--- src/rtl/app_stream_decoder.sv ---
// Application stream decoder: tags each flit with field type, task index and end-of-app.
// Latency 1 cycle via a single output register; credit_o drops while that register is held.
module app_stream_decoder #(
  parameter int FLIT_SIZE  = 32,
  parameter int MAX_TASKS  = 32,
  parameter int TASK_IDX_W = 5
) (
  input  logic                  clk_i,
  input  logic                  rst_ni,
  input  logic                  rx_i,
  output logic                  credit_o,
  input  logic [FLIT_SIZE-1:0]  data_i,
  input  logic                  eoa_i,
  output logic                  field_valid_o,
  input  logic                  field_ready_i,
  output logic [3:0]            field_type_o,
  output logic [FLIT_SIZE-1:0]  field_data_o,
  output logic [TASK_IDX_W-1:0] task_idx_o,
  output logic                  field_last_o,
  output logic [15:0]           app_cnt_o,
  output logic                  all_done_o,
  output logic                  err_o
);

  // one extra bit so the task counter can hold MAX_TASKS itself
  localparam int CNT_W = TASK_IDX_W + 1;
  localparam logic [CNT_W-1:0]     MAX_CNT  = CNT_W'(MAX_TASKS);
  localparam logic [FLIT_SIZE-1:0] MAX_FLIT = FLIT_SIZE'(MAX_TASKS);

  typedef enum logic [3:0] {
    F_DSIZE = 4'd0, F_TCNT = 4'd1, F_MAP   = 4'd2, F_TAG = 4'd3, F_GRAPH = 4'd4,
    F_TEXT  = 4'd5, F_DATA = 4'd6, F_BSS   = 4'd7, F_ENTRY = 4'd8, F_BIN = 4'd9
  } field_e;

  typedef enum logic [3:0] {
    S_DSIZE, S_TCNT, S_MAP, S_TAG, S_GRAPH, S_TEXT, S_DATA, S_BSS, S_ENTRY, S_BIN
  } state_e;

  state_e                state_q, state_d;
  logic [FLIT_SIZE-1:0]  dsize_q, dsize_d;
  logic [FLIT_SIZE-1:0]  tcnt_q, tcnt_d;
  logic [FLIT_SIZE-1:0]  text_q, text_d;
  logic [FLIT_SIZE-1:0]  bin_q, bin_d;
  logic [FLIT_SIZE-1:0]  g_cnt_q, g_cnt_d;
  logic [FLIT_SIZE-1:0]  b_cnt_q, b_cnt_d;
  logic [CNT_W-1:0]      t_cnt_q, t_cnt_d;

  logic                  run_q;
  logic                  vld_q;
  field_e                type_q;
  logic [FLIT_SIZE-1:0]  data_q;
  logic [TASK_IDX_W-1:0] idx_q;
  logic                  last_q;
  logic [15:0]           app_cnt_q;
  logic                  done_q;
  logic                  err_q;

  logic                  acc;
  logic                  emit;
  logic                  app_end;
  logic                  task_end;
  logic                  err_set;
  logic                  done_set;
  field_e                f_type;
  logic [TASK_IDX_W-1:0] f_idx;
  logic [CNT_W-1:0]      cnt;
  logic [CNT_W-1:0]      cnt_new;
  logic [CNT_W-1:0]      t_inc;
  logic [FLIT_SIZE-1:0]  g_inc;
  logic [FLIT_SIZE-1:0]  b_inc;
  logic [FLIT_SIZE:0]    bin_sum;
  logic                  unused_bin_lsb;

  // run_q keeps credit low while reset is asserted
  assign credit_o = run_q && (!vld_q || field_ready_i);
  assign acc      = rx_i && credit_o;
  assign emit     = acc && !done_q;

  assign cnt     = (tcnt_q > MAX_FLIT) ? MAX_CNT : tcnt_q[CNT_W-1:0];
  assign cnt_new = (data_i > MAX_FLIT) ? MAX_CNT : data_i[CNT_W-1:0];
  assign t_inc   = t_cnt_q + CNT_W'(1);
  assign g_inc   = g_cnt_q + FLIT_SIZE'(1);
  assign b_inc   = b_cnt_q + FLIT_SIZE'(1);
  assign bin_sum = {1'b0, text_q} + {1'b0, data_i};
  assign unused_bin_lsb = ^bin_sum[1:0];

  always_comb begin
    state_d  = state_q;
    dsize_d  = dsize_q;
    tcnt_d   = tcnt_q;
    text_d   = text_q;
    bin_d    = bin_q;
    g_cnt_d  = g_cnt_q;
    b_cnt_d  = b_cnt_q;
    t_cnt_d  = t_cnt_q;
    f_type   = F_DSIZE;
    f_idx    = '0;
    app_end  = 1'b0;
    task_end = 1'b0;
    err_set  = 1'b0;
    done_set = 1'b0;

    if (eoa_i) begin
      if (state_q != S_DSIZE) err_set = 1'b1;
      else if (!vld_q)        done_set = 1'b1;
    end

    if (acc && done_q) begin
      err_set = 1'b1;
    end else if (acc) begin
      case (state_q)
        S_DSIZE: begin
          f_type  = F_DSIZE;
          dsize_d = data_i;
          state_d = S_TCNT;
        end
        S_TCNT: begin
          f_type  = F_TCNT;
          tcnt_d  = data_i;
          t_cnt_d = '0;
          g_cnt_d = '0;
          if (data_i > MAX_FLIT) err_set = 1'b1;
          if (cnt_new != '0)       state_d = S_MAP;
          else if (dsize_q != '0)  state_d = S_GRAPH;
          else                     app_end = 1'b1;
        end
        S_MAP: begin
          f_type  = F_MAP;
          f_idx   = t_cnt_q[TASK_IDX_W-1:0];
          state_d = S_TAG;
        end
        S_TAG: begin
          f_type  = F_TAG;
          f_idx   = t_cnt_q[TASK_IDX_W-1:0];
          t_cnt_d = t_inc;
          if (data_i != FLIT_SIZE'(1)) err_set = 1'b1;
          if (t_inc < cnt) begin
            state_d = S_MAP;
          end else if (dsize_q != '0) begin
            state_d = S_GRAPH;
          end else begin
            t_cnt_d = '0;
            state_d = S_TEXT;
          end
        end
        S_GRAPH: begin
          f_type  = F_GRAPH;
          g_cnt_d = g_inc;
          if (g_inc == dsize_q) begin
            if (cnt == '0) begin
              app_end = 1'b1;
            end else begin
              t_cnt_d = '0;
              state_d = S_TEXT;
            end
          end
        end
        S_TEXT: begin
          f_type  = F_TEXT;
          f_idx   = t_cnt_q[TASK_IDX_W-1:0];
          text_d  = data_i;
          state_d = S_DATA;
        end
        S_DATA: begin
          f_type  = F_DATA;
          f_idx   = t_cnt_q[TASK_IDX_W-1:0];
          bin_d   = {1'b0, bin_sum[FLIT_SIZE:2]};
          state_d = S_BSS;
        end
        S_BSS: begin
          f_type  = F_BSS;
          f_idx   = t_cnt_q[TASK_IDX_W-1:0];
          state_d = S_ENTRY;
        end
        S_ENTRY: begin
          f_type  = F_ENTRY;
          f_idx   = t_cnt_q[TASK_IDX_W-1:0];
          b_cnt_d = '0;
          if (bin_q == '0) task_end = 1'b1;
          else             state_d  = S_BIN;
        end
        S_BIN: begin
          f_type  = F_BIN;
          f_idx   = t_cnt_q[TASK_IDX_W-1:0];
          b_cnt_d = b_inc;
          if (b_inc == bin_q) task_end = 1'b1;
        end
        default: state_d = S_DSIZE;
      endcase

      if (task_end) begin
        t_cnt_d = t_inc;
        if (t_inc < cnt) state_d = S_TEXT;
        else             app_end = 1'b1;
      end
      if (app_end) state_d = S_DSIZE;
    end
  end

  always_ff @(posedge clk_i or negedge rst_ni) begin
    if (!rst_ni) begin
      state_q   <= S_DSIZE;
      dsize_q   <= '0;
      tcnt_q    <= '0;
      text_q    <= '0;
      bin_q     <= '0;
      g_cnt_q   <= '0;
      b_cnt_q   <= '0;
      t_cnt_q   <= '0;
      run_q     <= 1'b0;
      app_cnt_q <= '0;
      done_q    <= 1'b0;
      err_q     <= 1'b0;
    end else begin
      state_q   <= state_d;
      dsize_q   <= dsize_d;
      tcnt_q    <= tcnt_d;
      text_q    <= text_d;
      bin_q     <= bin_d;
      g_cnt_q   <= g_cnt_d;
      b_cnt_q   <= b_cnt_d;
      t_cnt_q   <= t_cnt_d;
      run_q     <= 1'b1;
      done_q    <= done_q | done_set;
      err_q     <= err_q | err_set;
      if (emit && app_end) app_cnt_q <= app_cnt_q + 16'd1;
    end
  end

  // a new flit overwrites the register in the same cycle the old one drains
  always_ff @(posedge clk_i or negedge rst_ni) begin
    if (!rst_ni) begin
      vld_q  <= 1'b0;
      type_q <= F_DSIZE;
      data_q <= '0;
      idx_q  <= '0;
      last_q <= 1'b0;
    end else if (emit) begin
      vld_q  <= 1'b1;
      type_q <= f_type;
      data_q <= data_i;
      idx_q  <= f_idx;
      last_q <= app_end;
    end else if (field_ready_i) begin
      vld_q  <= 1'b0;
    end
  end

  assign field_valid_o = vld_q;
  assign field_type_o  = type_q;
  assign field_data_o  = data_q;
  assign task_idx_o    = idx_q;
  assign field_last_o  = last_q;
  assign app_cnt_o     = app_cnt_q;
  assign all_done_o    = done_q;
  assign err_o         = err_q;

endmodule

--- config.mk ---
export PLATFORM = sky130hd
export DESIGN_NAME = app_stream_decoder
export DESIGN_NICKNAME = d
export VERILOG_FILES = /design/src/rtl/app_stream_decoder.sv
export SDC_FILE = /design/constraint.sdc
export NUM_CORES = 1
export LEC_CHECK = 0
export ABC_AREA = 1
export ABC_CLOCK_PERIOD_IN_PS = 3300
export CAP_MARGIN = 20
export CORE_UTILIZATION = 45
export CTS_CLUSTER_SIZE = 10
export DETAILED_ROUTE_END_ITERATION = 10
export MAX_ROUTING_LAYER = met4
export PLACE_DENSITY = 0.65
export SETUP_SLACK_MARGIN = 0.02
export SYNTH_ARGS = -nofsm -noshare
export SYNTH_HDL_FRONTEND = slang
export SYNTH_SLANG_ARGS = --single-unit
--- constraint.sdc ---
create_clock -name clk_i -period 3.3 [get_ports clk_i]
set_input_delay 0.33 -clock clk_i [delete_from_list [all_inputs] [get_ports clk_i]]
set_output_delay 0.33 -clock clk_i [all_outputs]
set_load 0.05 [all_outputs]
==> results of run 1 <==
logic make-up after synthesis:
logic type | share of synthesized area (%)
AO/OA/AOI/OAI | 12.2
XOR/XNOR | 2.29
adder cells (fa/ha/maj) | 3.19
buffers and inverters | 7.85
flip-flops | 41.9
other | 0.0239
AND/OR/NAND/NOR | 32.6
power groups by stage:
stage               registers, mW  clock network [mW]  logic, mW
floorplan                    3.29                   0     0.0882
global placement             3.28                   0      0.283
detailed placement           3.28                   0      0.283
CTS                          3.23                3.56      0.287
global route                 3.23                3.67      0.312
finish                       3.23                3.49      0.282
final cells by class:
class	count	area, sq um	share of cell area (%)
tap	455	569	3.08
inverter	267	1000	5.43
sequential	263	6580	35.7
clock buffer	45	953	5.16
clock inverter	5	53.8	0.291
multi-input combinational	1597	7950	43.1
timing repair buffer	141	1350	7.30
through the flow:
step                      power [mW]  setup WS [ns]  hold WS [ns]  utilization (%)
after floorplan                 3.37          0.502        0.0344                -
after global placement          3.57          0.182         0.393             50.5
after detailed placement        3.57          0.112         0.394             50.5
after CTS                       7.07          0.126         0.445             53.4
after global routing            7.21         0.0339         0.476             53.6
final                           7.00          0.325         0.425             53.6
metal layers:
metal,up-vias,track usage (%),wire (um)
met5,-,-,0
met4,0,7.66,1280
met3,71,4.56,3070
met2,479,40.9,20400
met1,6899,39.5,22300
li1,7363,-,-
sequential cells by signal (all words and copies together), names as in the netlist:
name	flops
b_cnt_q	32
dsize_q	32
field_data_o	32
g_cnt_q	32
tcnt_q	32
text_q	32
bin_q	31
app_cnt_o	16
t_cnt_q	6
task_idx_o	5
field_type_o	4
state_q	4
all_done_o	1
err_o	1
field_last_o	1
field_valid_o	1
run_q	1
how the worst min path moves through the flow:
stage	to	slack (ns)	depth (start not counted)
after floorplan	all_done_o	0.03	0
after global placement	app_cnt_o[5]	0.39	1
after detailed placement	app_cnt_o[5]	0.39	1
after CTS	app_cnt_o[5]	0.45	2
after global routing	app_cnt_o[4]	0.48	2
final	app_cnt_o[4]	0.42	2
worst max-delay path: cells and delay by family, from the launching register on:
kind	cells	cell delay (ns)
adder cells (fa/ha/maj)	1	0.23
flip-flops	1	0.42
buffers and inverters	2	0.21
AND/OR/NAND/NOR	18	1.97
cell usage in the layout (no fill, tap or decap), types with 13 or more instances in the layout:
master and instances:
o22ai_1 56, ha_1 40, nand2_1 649, nor2_2 13, nand4_1 38, clkbuf_16 35
nand2_2 15, nor2_1 204, dfrtp_1 262, nor3_1 18, nand3_1 155, clkdlybuf4s50_1 97
xnor2_1 14, inv_1 258, nand3b_1 19, buf_4 39, o21ai_1 14, a21oi_1 47
o21ai_0 197, xor2_1 22
repair_timing:
action | CTS | global route
gates resized for setup | 0 | 14
setup endpoints to repair | 0 | 26
endpoints found under the hold margin | 78 | 0
buffers inserted | 0 | 0
hold buffers | 1 | 0
==> flow_metrics.env, run 1 <==
export IMPL_crit_path_end_kind="register"
export IMPL_syn_to_final_growth_pct=17.6
export IMPL_synth_seq_cells=263
export IMPL_syn_inst=2178
export IMPL_ant_nets=0
export IMPL_fin_area_sq_mm=0.0185
export IMPL_clk_latency_ns=0.52
export IMPL_synth_edf_count=0
export IMPL_crit_chain="ha_1, nand2_2, nor2_8, nand2_4, nor2_4, nand2_1, nand2_1, nand2_1, nand2_1, nand3_1, nor2_1, nand2_1, nor2_1, nand3_2, nand2_2, nand2_2, nand2_4, buf_4, nand4_1, nand2_1, inv_1"
export IMPL_syn_area_per_cell_sq_um=7.21
export IMPL_cp_slowest_cell="dfrtp_2"
export IMPL_combPwrFrac_pct=4.0
export IMPL_rows=68
export IMPL_synth_area_leaders="dfrtp_1 (42%), nand2_1 (16%), o21ai_0 (6.4%)"
export IMPL_dp_cells=2722
export IMPL_post_route_min_period_ns=2.97
export IMPL_vias=14800
export IMPL_rr_worst_depth=21
export IMPL_dieArea_sq_mm=0.0356
export IMPL_viasPerCell=5.34
export IMPL_setup_viol=0
export IMPL_drc_errors=0
export IMPL_drt_first_pass_iters=6
export IMPL_synthTopCellsByCount="nand2_1 (652), dfrtp_1 (263), inv_1 (258), nor2_1 (208), o21ai_0 (200)"
export IMPL_r2r_end="app_cnt_o[15]"
export IMPL_syn_num_nets=2255
export IMPL_critPathMaxFanout=10
export IMPL_vdd_ir_drop_max_mv=0.333
export IMPL_synth_top_area_cell="dfrtp_1"
export IMPL_finalNonFillerCells=2773
export IMPL_grt_total_usage_pct=27.8
export IMPL_finClkSkew_ns=0.0269
export IMPL_finalNetCount=2381
export IMPL_path_class="reg -> reg"
export IMPL_antenna_found_initial=0
export IMPL_wl_per_cell_um=17.0
export IMPL_switchingPower_mw=1.61
export IMPL_port_buffers=98
export IMPL_first_global_vias=14100
export IMPL_yosys_most_used_dff="dfrtp_1"
export IMPL_cp_common_cell="nand2_1"
export IMPL_cts_tree="yes"
export IMPL_setup_tns_ns=0
export IMPL_die_h_um=189
export IMPL_synth_warnings=0
export IMPL_cts_buffers_inserted=34
export IMPL_cellPowerDensity_mw_per_mm2=379
export IMPL_yosys_cell_count_top_type="nand2_1"
export IMPL_clockBufferDepth=3
export IMPL_drv_cap=0
export IMPL_grt_pass1_wl_um=76200
export IMPL_async_reset_ff_share_pct=100
export IMPL_io_pins=99
export IMPL_die_x_um=189
export IMPL_postPlaceCellArea_sq_mm=0.0174
export IMPL_grt_max_degree=84
export IMPL_fin_crit_sh_pct=90.1
export IMPL_slew_headroom_pct=53.9
export IMPL_syn_area_sq_mm=0.0157
export IMPL_p_leak_nw=9.61
export IMPL_gp_congestion=0.906
export IMPL_cts_htree_levels=2
export IMPL_slew_violations=0
export IMPL_fmax_mhz=336
export IMPL_synth_cell_types=51
export IMPL_r2r_slack_ns=0.33
export IMPL_worstPathRequired_ns=3.69
export IMPL_rsz0062_at_grt="false"
export IMPL_p_sw_share_pct=23.0
export IMPL_drtIter0Drc=1072
export IMPL_p_int_mw=5.39
export IMPL_crit_arrival_ns=3.37
export IMPL_root_buffer="clkbuf_16"
export IMPL_worst_pin_slew_ns=0.692
export IMPL_critPathCapture="app_cnt_o[15]"
export IMPL_pwr_share_clk_pct=49.9
export IMPL_start_util_pct=45.6
export IMPL_p_seq_share_pct=46.1
export IMPL_drive_gt1_share_pct=7.20
export IMPL_yosysSeqAreaShare_pct=41.9
export IMPL_reg2reg_from="b_cnt_q[0]"
export IMPL_fill_cells=3355
export IMPL_clk_pin_slew_ns=0.06
export IMPL_max_stage_delay_ns=0.42
export IMPL_dp_hpwl_um=35600
export IMPL_grt_overflow_total=0
export IMPL_crit_start="b_cnt_q[0]"
export IMPL_synth_top_area_share_pct=41.9
export IMPL_drt_total_wl_um=47000
export IMPL_worst_setup_path_start_kind="register"
export IMPL_cts_sinks=263
export IMPL_num_antenna_cells=0
export IMPL_fp_coreArea_sq_mm=0.0345
export IMPL_hold_viol=0
export IMPL_status="finished, final reports clean"
export IMPL_hold_path_class="in -> async"
No activity file was read; power rests on OpenSTA's default activity.
==> run 2: changes to the inputs <==
Settings changed: GPL_TIMING_DRIVEN from default to 0.
==> run 2 against run 1 <==
Wire length grew 0.83%. Sequential share of layout area hardly changed. Die area is the same. Sequential power about the same. Critical endpoint is now bin_q[18]. Clock skew fell by 0.0081 ns. Via count rose by 1.7%. Worst setup slack got worse by 0.069 ns. Global-route usage increased by 0.17 points. Maximum frequency is 2.3% lower. Clock-buffer cell count is 2 higher. Highest routed layer unchanged. Clock power is 2% higher. Worst hold slack got worse by 0.072 ns.
==> flow_metrics.env, run 2 (synthesized netlist as in run 1, its figures left out) <==
export IMPL_first_global_vias=14200
export IMPL_clk_latency_ns=0.53
export IMPL_use_met3_pct=4.12
export IMPL_drt_first_pass_iters=6
export IMPL_r2r_end="bin_q[18]"
export IMPL_cts_buffers_inserted=34
export IMPL_final_common_cell="nand2_1"
export IMPL_ant_nets=0
export IMPL_top_usage_layer="met2"
export IMPL_max_stage_delay_ns=0.52
export IMPL_antenna_found_initial=0
export IMPL_post_place_ws_ns=-0.347
export IMPL_port_buffers=98
export IMPL_final_cell_mix="nand2_1 (651), dfrtp_1 (262), inv_1 (258), nor2_1 (203), o21ai_0 (197)"
export IMPL_cts_sinks=263
export IMPL_fmax_mhz=329
export IMPL_reg2reg_from="text_q[2]"
export IMPL_worstPathRequired_ns=3.73
export IMPL_grt_pass1_wl_um=76300
export IMPL_drv_cap=0
export IMPL_crit_chain="ha_1, nand2_1, o21ai_1, a21oi_1, o21ai_0, a21boi_1, o21ai_0, nand2_1, nand2_1, nand2_1, nand2_1, or2_2, nand3_1, o21ai_0"
export IMPL_gr_usage_met2_pct=40.6
export IMPL_vdd_ir_drop_max_mv=0.319
export IMPL_rr_worst_depth=14
export IMPL_dieArea_sq_mm=0.0356
export IMPL_worst_setup_path_start_kind="register"
export IMPL_cellPowerDensity_mw_per_mm2=382
export IMPL_cp_slowest_cell="o21ai_0"
export IMPL_start_util_pct=45.6
export IMPL_finClkSkew_ns=0.0188
export IMPL_status="finished, final reports clean"
export IMPL_p_leak_nw=9.55
export IMPL_worst_hold_slack_ns=0.353
export IMPL_syn_to_final_growth_pct=17.6
export IMPL_grt_overflow_total=0
export IMPL_cts_tree="yes"
export IMPL_crit_arrival_ns=3.48
export IMPL_crit_start="text_q[2]"
export IMPL_num_antenna_cells=0
export IMPL_critPathMaxFanout=3
export IMPL_grt_total_usage_pct=28.0
export IMPL_die_h_um=189
export IMPL_fill_cells=3332
export IMPL_drt_total_wl_um=47400
export IMPL_hold_viol=0
export IMPL_grt_max_degree=108
export IMPL_dp_hpwl_um=36500
export IMPL_crit_path_end_kind="register"
export IMPL_cp_common_cell="nand2_1"
export IMPL_worst_pin_slew_ns=0.938
export IMPL_rows=68
export IMPL_path_class="reg -> reg"
export IMPL_r2r_slack_ns=0.26
export IMPL_setup_ws_ns=0.256
export IMPL_fin_crit_sh_pct=92.2
export IMPL_finalNetCount=2397
export IMPL_cts_htree_levels=2
export IMPL_drive_gt1_share_pct=5.91
export IMPL_setup_viol=0
export IMPL_fin_util_pct=53.6
export IMPL_gp_congestion=0.909
export IMPL_clk_pin_slew_ns=0.06
export IMPL_io_pins=99
export IMPL_wl_per_cell_um=17.0
export IMPL_viasPerCell=5.40
export IMPL_die_x_um=189
export IMPL_fp_coreArea_sq_mm=0.0345
export IMPL_post_route_min_period_ns=3.04
export IMPL_grt_util_met1_pct=40.4
export IMPL_drtIter0Drc=1382
export IMPL_slew_headroom_pct=37.0
export IMPL_vias=15100
export IMPL_hold_path_class="in -> async"
export IMPL_slew_violations=0
export IMPL_drc_errors=0
export IMPL_root_buffer="clkbuf_16"
export IMPL_clockBufferDepth=3
## run 2: worst max path at each step
stage,to,depth (start not counted)
final,bin_q[18],14
after global routing,t_cnt_q[0],18
after CTS,app_cnt_o[1],21
after detailed placement,bin_q[30],9
after global placement,text_q[25],1
after floorplan,app_cnt_o[1],20
## run 2: repair_timing
| action | 4_1_cts | 5_1_grt |
|---|---|---|
| hold buffers | 1 | 0 |
| gates resized for setup | 5 | 16 |
| setup endpoints to repair | 36 | 51 |
| hold endpoints to repair | 69 | 0 |
| buffers inserted | 0 | 5 |
| pin swaps | 0 | 4 |
## run 2: layout make-up
type / count / area (sq um) / area share (%)
buffer: 51 / 229 / 1.24
clock buffer: 47 / 971 / 5.26
clock inverter: 4 / 67.6 / 0.366
inverter: 267 / 1000 / 5.43
multi-input combinational: 1597 / 7960 / 43.1
sequential: 263 / 6580 / 35.6
tap: 455 / 569 / 3.08
timing repair buffer: 106 / 1090 / 5.89
## run 2: worst max-delay path, delay by kind of cell, from the launching register on
family	cells	cell delay, ns
DFF	1	0.38
adders and majority gates	1	0.33
and+or+nand+nor	7	0.66
AOI/OAI and AO/OA	6	1.58
## run 2: routing by layer
| layer | vias to the layer above | share of wire (%) |
|---|---|---|
| met1 | 7104 | 48 |
| met4 | 0 | 2.5 |
| met3 | 77 | 6.7 |
| li1 | 7413 | - |
| met2 | 468 | 43 |
| met5 | - | 0 |
## run 2: metrics by stage
| step | instances | cell area, sq um | power, mW | setup TNS [ns] |
|---|---|---|---|---|
| 2_1_floorplan | 2178 | 15700 | 3.37 | 0 |
| 3_3_place_gp | 2731 | 17300 | 3.55 | -2603.27 |
| 3_5_place_dp | 2733 | 17300 | 3.56 | -10.22 |
| 4_1_cts | 2785 | 18400 | 7.11 | 0 |
| 5_1_grt | 2790 | 18500 | 7.27 | -0.0458 |
| 6_report | 2790 | 18500 | 7.05 | 0 |
## run 2: report_power, final
| group | total (mW) | switching, mW | internal [mW] |
|---|---|---|---|
| logic | 0.272 | 0.190 | 0.0818 |
| clock network | 3.55 | 1.43 | 2.12 |
| registers | 3.23 | 0.000150 | 3.23 |
